File: src/rtl/pipe_delay_elastic_if.sv
// Valid/ready stream bundle for pipe_delay_elastic.
// slave modport: the pipeline (takes in_*, drives out_* and in_ready).
// master modport: the producer/consumer side that surrounds the pipeline.
interface pipe_delay_elastic_if #(
   parameter int unsigned WIDTH = 8
);
   logic             in_valid;
   logic             in_ready;
   logic [WIDTH-1:0] in_data;
   logic             out_valid;
   logic             out_ready;
   logic [WIDTH-1:0] out_data;

   modport slave (
      input  in_valid, in_data, out_ready,
      output in_ready, out_valid, out_data
   );

   modport master (
      output in_valid, in_data, out_ready,
      input  in_ready, out_valid, out_data
   );
endinterface

File: src/rtl/pipe_delay_elastic.sv
// Elastic register pipeline: delays a valid/ready stream by STAGES cycles,
// collapses bubbles under backpressure, supports flush and reports occupancy.
// Ports:
//   clk    - clock, rising edge
//   reset  - asynchronous, active-high
//   s      - stream (in_valid/in_ready/in_data, out_valid/out_ready/out_data)
//   flush  - synchronous discard of every held item
//   count  - registered number of valid stages (0..STAGES)
module pipe_delay_elastic #(
   parameter int unsigned      WIDTH       = 8,
   parameter int unsigned      STAGES      = 2,
   parameter logic [WIDTH-1:0] RESET_VALUE = '0,
   localparam int unsigned     CW          = $clog2(STAGES + 1)
) (
   input  logic                  clk,
   input  logic                  reset,
   pipe_delay_elastic_if.slave   s,
   input  logic                  flush,
   output logic [CW-1:0]         count
);

   logic [STAGES-1:0] v;
   logic [STAGES-1:0] v_nxt;
   logic [STAGES-1:0] rdy;
   logic [STAGES-1:0] load;
   logic [WIDTH-1:0]  d [STAGES];
   logic [CW-1:0]     cnt_nxt;

   // Ready ripples back from the consumer: a stage can take data if it is
   // empty or its own content moves on this cycle.
   always_comb begin : ready_chain
      logic r;
      r   = s.out_ready;
      rdy = '0;
      for (int i = int'(STAGES) - 1; i >= 0; i--) begin
         r      = ~v[i] | r;
         rdy[i] = r;
      end
   end

   // Next-state valid bits, data-load enables and the occupancy they imply.
   always_comb begin : next_state
      load    = '0;
      v_nxt   = v;
      cnt_nxt = '0;
      load[0]  = rdy[0] & s.in_valid & ~flush;
      v_nxt[0] = flush ? 1'b0 : (rdy[0] ? s.in_valid : v[0]);
      for (int i = 1; i < int'(STAGES); i++) begin
         load[i]  = rdy[i] & v[i-1] & ~flush;
         v_nxt[i] = flush ? 1'b0 : (rdy[i] ? v[i-1] : v[i]);
      end
      for (int i = 0; i < int'(STAGES); i++) begin
         cnt_nxt = cnt_nxt + CW'(v_nxt[i]);
      end
   end

   assign s.in_ready  = rdy[0] & ~flush;
   assign s.out_valid = v[STAGES-1];
   assign s.out_data  = d[STAGES-1];

   // Stage registers; data only moves with a valid item and is untouched by flush.
   always_ff @(posedge clk or posedge reset) begin
      if (reset) begin
         v     <= '0;
         count <= '0;
         for (int i = 0; i < int'(STAGES); i++) begin
            d[i] <= RESET_VALUE;
         end
      end else begin
         v     <= v_nxt;
         count <= cnt_nxt;
         if (load[0]) begin
            d[0] <= s.in_data;
         end
         for (int i = 1; i < int'(STAGES); i++) begin
            if (load[i]) begin
               d[i] <= d[i-1];
            end
         end
      end
   end

endmodule

File: src/flat_wrapper.sv
// flat-port wrapper written by rule: the top's interface ports become plain ports
module pipe_delay_elastic_flat 
#(
   parameter int unsigned      WIDTH       = 8,
   parameter int unsigned      STAGES      = 2,
   parameter logic [WIDTH-1:0] RESET_VALUE = '0,
   localparam int unsigned     CW          = $clog2(STAGES + 1)
)
  (clk, reset, flush, count, s_in_valid, s_in_data, s_out_ready, s_in_ready, s_out_valid, s_out_data);
  pipe_delay_elastic_if #(.WIDTH(WIDTH)) s_i ();
  input  logic clk;
  input  logic reset;
  input  logic flush;
  output logic [CW-1:0] count;
  input wire logic [$bits(s_i.in_valid)-1:0] s_in_valid;
  input wire logic [$bits(s_i.in_data)-1:0] s_in_data;
  input wire logic [$bits(s_i.out_ready)-1:0] s_out_ready;
  output wire logic [$bits(s_i.in_ready)-1:0] s_in_ready;
  output wire logic [$bits(s_i.out_valid)-1:0] s_out_valid;
  output wire logic [$bits(s_i.out_data)-1:0] s_out_data;
  assign s_i.in_valid = s_in_valid;
  assign s_i.in_data = s_in_data;
  assign s_i.out_ready = s_out_ready;
  assign s_in_ready = s_i.in_ready;
  assign s_out_valid = s_i.out_valid;
  assign s_out_data = s_i.out_data;
  pipe_delay_elastic #(.WIDTH(WIDTH), .STAGES(STAGES), .RESET_VALUE(RESET_VALUE)) u_core (.clk(clk), .reset(reset), .s(s_i), .flush(flush), .count(count));
endmodule
File: config.mk
export PLATFORM = sky130hd
export DESIGN_NAME = pipe_delay_elastic_flat
export DESIGN_NICKNAME = d
export VERILOG_FILES = /design/src/rtl/pipe_delay_elastic_if.sv /design/src/rtl/pipe_delay_elastic.sv /design/src/flat_wrapper.sv
export SDC_FILE = /design/constraint.sdc
export NUM_CORES = 1
export LEC_CHECK = 0
export ABC_CLOCK_PERIOD_IN_PS = 1400
export CAP_MARGIN = 30
export CORE_MARGIN = 5
export CORE_UTILIZATION = 41
export DETAILED_ROUTE_END_ITERATION = 8
export GPL_TIMING_DRIVEN = 0
export PLACE_DENSITY = 0.72
export SETUP_SLACK_MARGIN = 0.05
export SLEW_MARGIN = 15
export SYNTH_ARGS = -nofsm -noshare
export SYNTH_HDL_FRONTEND = slang
export SYNTH_SLANG_ARGS = --single-unit
File: constraint.sdc
create_clock -name clk -period 1.4 [get_ports clk]
set_input_delay 0.14 -clock clk [delete_from_list [all_inputs] [get_ports clk]]
set_output_delay 0.14 -clock clk [all_outputs]
set_load 0.05 [all_outputs]
==> flow_summary.yaml, run 1 <==
cts:
  clk_pin_slew_ns: 0.11
  clk_latency_ns: 0.29
  cts_tree: "done"
  cts_max_path_buffers: 2
  clkSinkCount: 20
  cts_root_buffer: "clkbuf_4"
  htreeDepth: 1
  cts_buffers: 3
timing:
  hold_violations: 0
  worst_pin_slew_ns: 0.7322
  max_freq_ghz: 0.6444
  slew_viol_final: 0
  period_share_pct: 110.8
  maxSlewHeadroom_pct: 51.13
  clock_skew_ns: 0.001018
  setup_ws_ns: -0.1517
  rsz0062_at_grt: "true"
  finalSetupViolCount: 17
  finalCriticalPeriod_ns: 1.552
die:
  io_pins: 25
  start_util_pct: 43.24
  die_area_mm2: 0.003105
  die_w_um: 55.72
  num_rows: 16
  die-height_um: 55.72
  fp.coreArea_mm2: 0.001982
run_status:
  status: "finished with violations"
  violations: "negative setup slack"
cells_and_area:
  areaGrowthSynthToFinish_pct: 45.11
  fin_nets: 101
  final_layout_size_suffix_gt1_share_pct: 53.49
  antenna_cells: 0
global_routing:
  grt_pass1_wl_um: 2539
  globalRouteOverflowTotal: 0
  grt_max_degree: 21
  grt_usage_pct: 10.42
  antenna_found_initial: 0
  first_global_vias: 572
logic_synthesis:
  yosysUniqueCellTypes: 12
  ys_warn_count: 0
  synth-seq-cells: 20
  synthTopCellsByArea: "dfrtp_1 (58%), mux2_4 (14%), mux2_2 (11%)"
  synth_top_area_share_pct: 58.39
  synth_compound_area_share_pct: 0
  syn_area_um2: 857.1
  synth_fa_ha_area_share_pct: 1.460
  synthXorXnorAreaFrac_pct: 0
  syn_nets: 70
  yosys.area.top_type: "dfrtp_1"
  syn_inst: 56
  muxShareOfSynthArea_pct: 24.53
  yosys.area_share.simple_pct: 6.861
  synth_top_family_by_area: "multiplexers"
  seq_area_frac_synth_pct: 58.39
  avgSynthCellArea_um2: 15.30
worst_setup_path:
  cp.arrival_ns: 1.74
  rrSetupSlack_ns: -0.15
  cp_max_fo: 8
  end_kind: "register"
  path_class: "reg2reg"
  rr_endpoint: "u_core.d[15]$_DFFE_PP0P_"
  worstSetupStartpointType: "register"
  rr_worst_depth: 4
  worstPathRequired_ns: 1.58
  timing.rr.start: "u_core.v[1]$_DFF_PP0_"
place:
  dp_hpwl_um: 1017
  routabilityCongestion: 0.6669
  io_buffers: 24
  preCtsSetupSlack_ns: -0.4749
power:
  worst_ir_drop_vdd_uv: 982.1
  swShare_pct: 33.77
  power_switching_uw: 618.6
  combPwrFrac_pct: 41.5
  internal_power_mw: 1.213
  seqPwrFrac_pct: 41.0
  total_power_mw: 1.832
  power.leakage_nw: 0.5983
  pwr-share-clk_pct: 17.6
  p_per_area_mw_per_mm2: 1473
detailed_routing:
  detail_route.wl_per_cell_um: 13.02
  drtAntennaViolNets: 0
  met3_length_um: 105
  route.detailed.drc: 0
  top_layer_used: "met3"
  wl_um: 1471
  routed_via_density: 4.460
  vias: 504
  drt_pass1_iterations: 2
  wl_met2_um: 701
  drt_iter0_drc: 9
  wl_met1_um: 663
min_path:
  worstHoldPathType: "in2async"
job:
  maxCapViolCount: 0
[metal layers]
layer	track usage, %	up-vias
li1	-	241
met3	5.568	0
met5	0	-
met1	11.93	247
met4	4.167	0
met2	16.22	16
[worst max-delay path: stages, from the launching register on]
cell and delay [ns]:
dfrtp_2 0.42, and3b_2 0.21, or3b_1 0.36, buf_6 0.16
mux2_4 0.30
[synthesized netlist by cell type, drive strengths merged]
cell   instances
mux2          16
ha             1
and3b          1
nor3b          1
dfrtp         20
inv            1
buf            9
or3b           1
nor2           5
and2b          1
[stage by stage]
stage                     instances  TNS, ns  hold WS [ns]  area, um2  utilization [%]
final                           113   -1.480        0.2714       1244            62.75
after global routing            113   -2.450        0.3423       1244            62.75
after CTS                       112   -1.428        0.2910       1234            62.25
after detailed placement        107   -6.968        0.4904       1154            58.21
after global placement          107   -6.855        0.4860       1154            58.21
after floorplan                  56   -4.081        0.1038      879.6                -
[cell type report]
class	count	area, um2
Clock buffer	4	36.28
Buffer	9	71.32
Timing Repair Buffer	26	271.5
Inverter	1	3.754
Multi-Input combinational cell	26	325.3
Fill cell	147	738.2
Sequential cell	20	501.7
Tap cell	27	33.78
[power groups by stage]
stage               sequential (mW)  combinational (mW)  clock [mW]
global route                  0.765               0.795       0.365
CTS                           0.751               0.767       0.342
floorplan                     0.761               0.541           0
detailed placement            0.760               0.759           0
global placement              0.753               0.753           0
finish                        0.750               0.760       0.322
[layout by cell type (no fill, tap or decap), types with 2 or more instances in the layout]
cell type / synthesis / routed
buf_4: 8 / 9
clkbuf_4: 0 / 3
clkdlybuf4s15_1: 0 / 2
clkdlybuf4s15_2: 0 / 7
clkdlybuf4s50_1: 0 / 12
dfrtp_1: 20 / 19
mux2_4: 8 / 16
nor2_1: 5 / 4
[cells by family (layout without fill, tap and decap cells)]
kind of cell / Yosys count / after routing
fa+ha+maj: 1 / 1
buf+inv: 10 / 40
flops: 20 / 20
mux: 16 / 16
simple gates: 9 / 9
[worst max-delay path by stage]
stage | startpoint | to | slack (ns)
6_report | u_core.v[1]$_DFF_PP0_ | u_core.d[15]$_DFFE_PP0P_ | -0.15
5_1_grt | u_core.v[1]$_DFF_PP0_ | u_core.d[14]$_DFFE_PP0P_ | -0.19
4_1_cts | u_core.v[0]$_DFF_PP0_ | u_core.d[14]$_DFFE_PP0P_ | -0.17
3_5_place_dp | s_out_ready | u_core.s.out_data[6]$_DFFE_PP0P_ | -0.47
3_3_place_gp | s_out_ready | u_core.s.out_data[7]$_DFFE_PP0P_ | -0.46
2_1_floorplan | u_core.v[1]$_DFF_PP0_ | u_core.d[10]$_DFFE_PP0P_ | -0.26
[sequential cells by signal, summed over array words and instances, names as in the netlist]
register / count
u_core.v: 2
u_core.s.out_data: 8
u_core.d: 8
u_core.count: 2
[what timing repair did]
| item | 4_1_cts | 5_1_grt |
|---|---|---|
| buffers inserted | 1 | 1 |
| gates cloned | 0 | 0 |
| pin swaps | 1 | 3 |
| hold buffers | 0 | 0 |
| gates resized for setup | 39 | 8 |
| setup endpoints to repair | 28 | 21 |
Power figures use the tool's default switching activity.
==> run 2: changes to the inputs <==
Settings changed: ABC_CLOCK_PERIOD_IN_PS 1400 to default.
==> results of run 2 <==
Same layout as run 1: the final DEF is identical, and so are final timing and power.
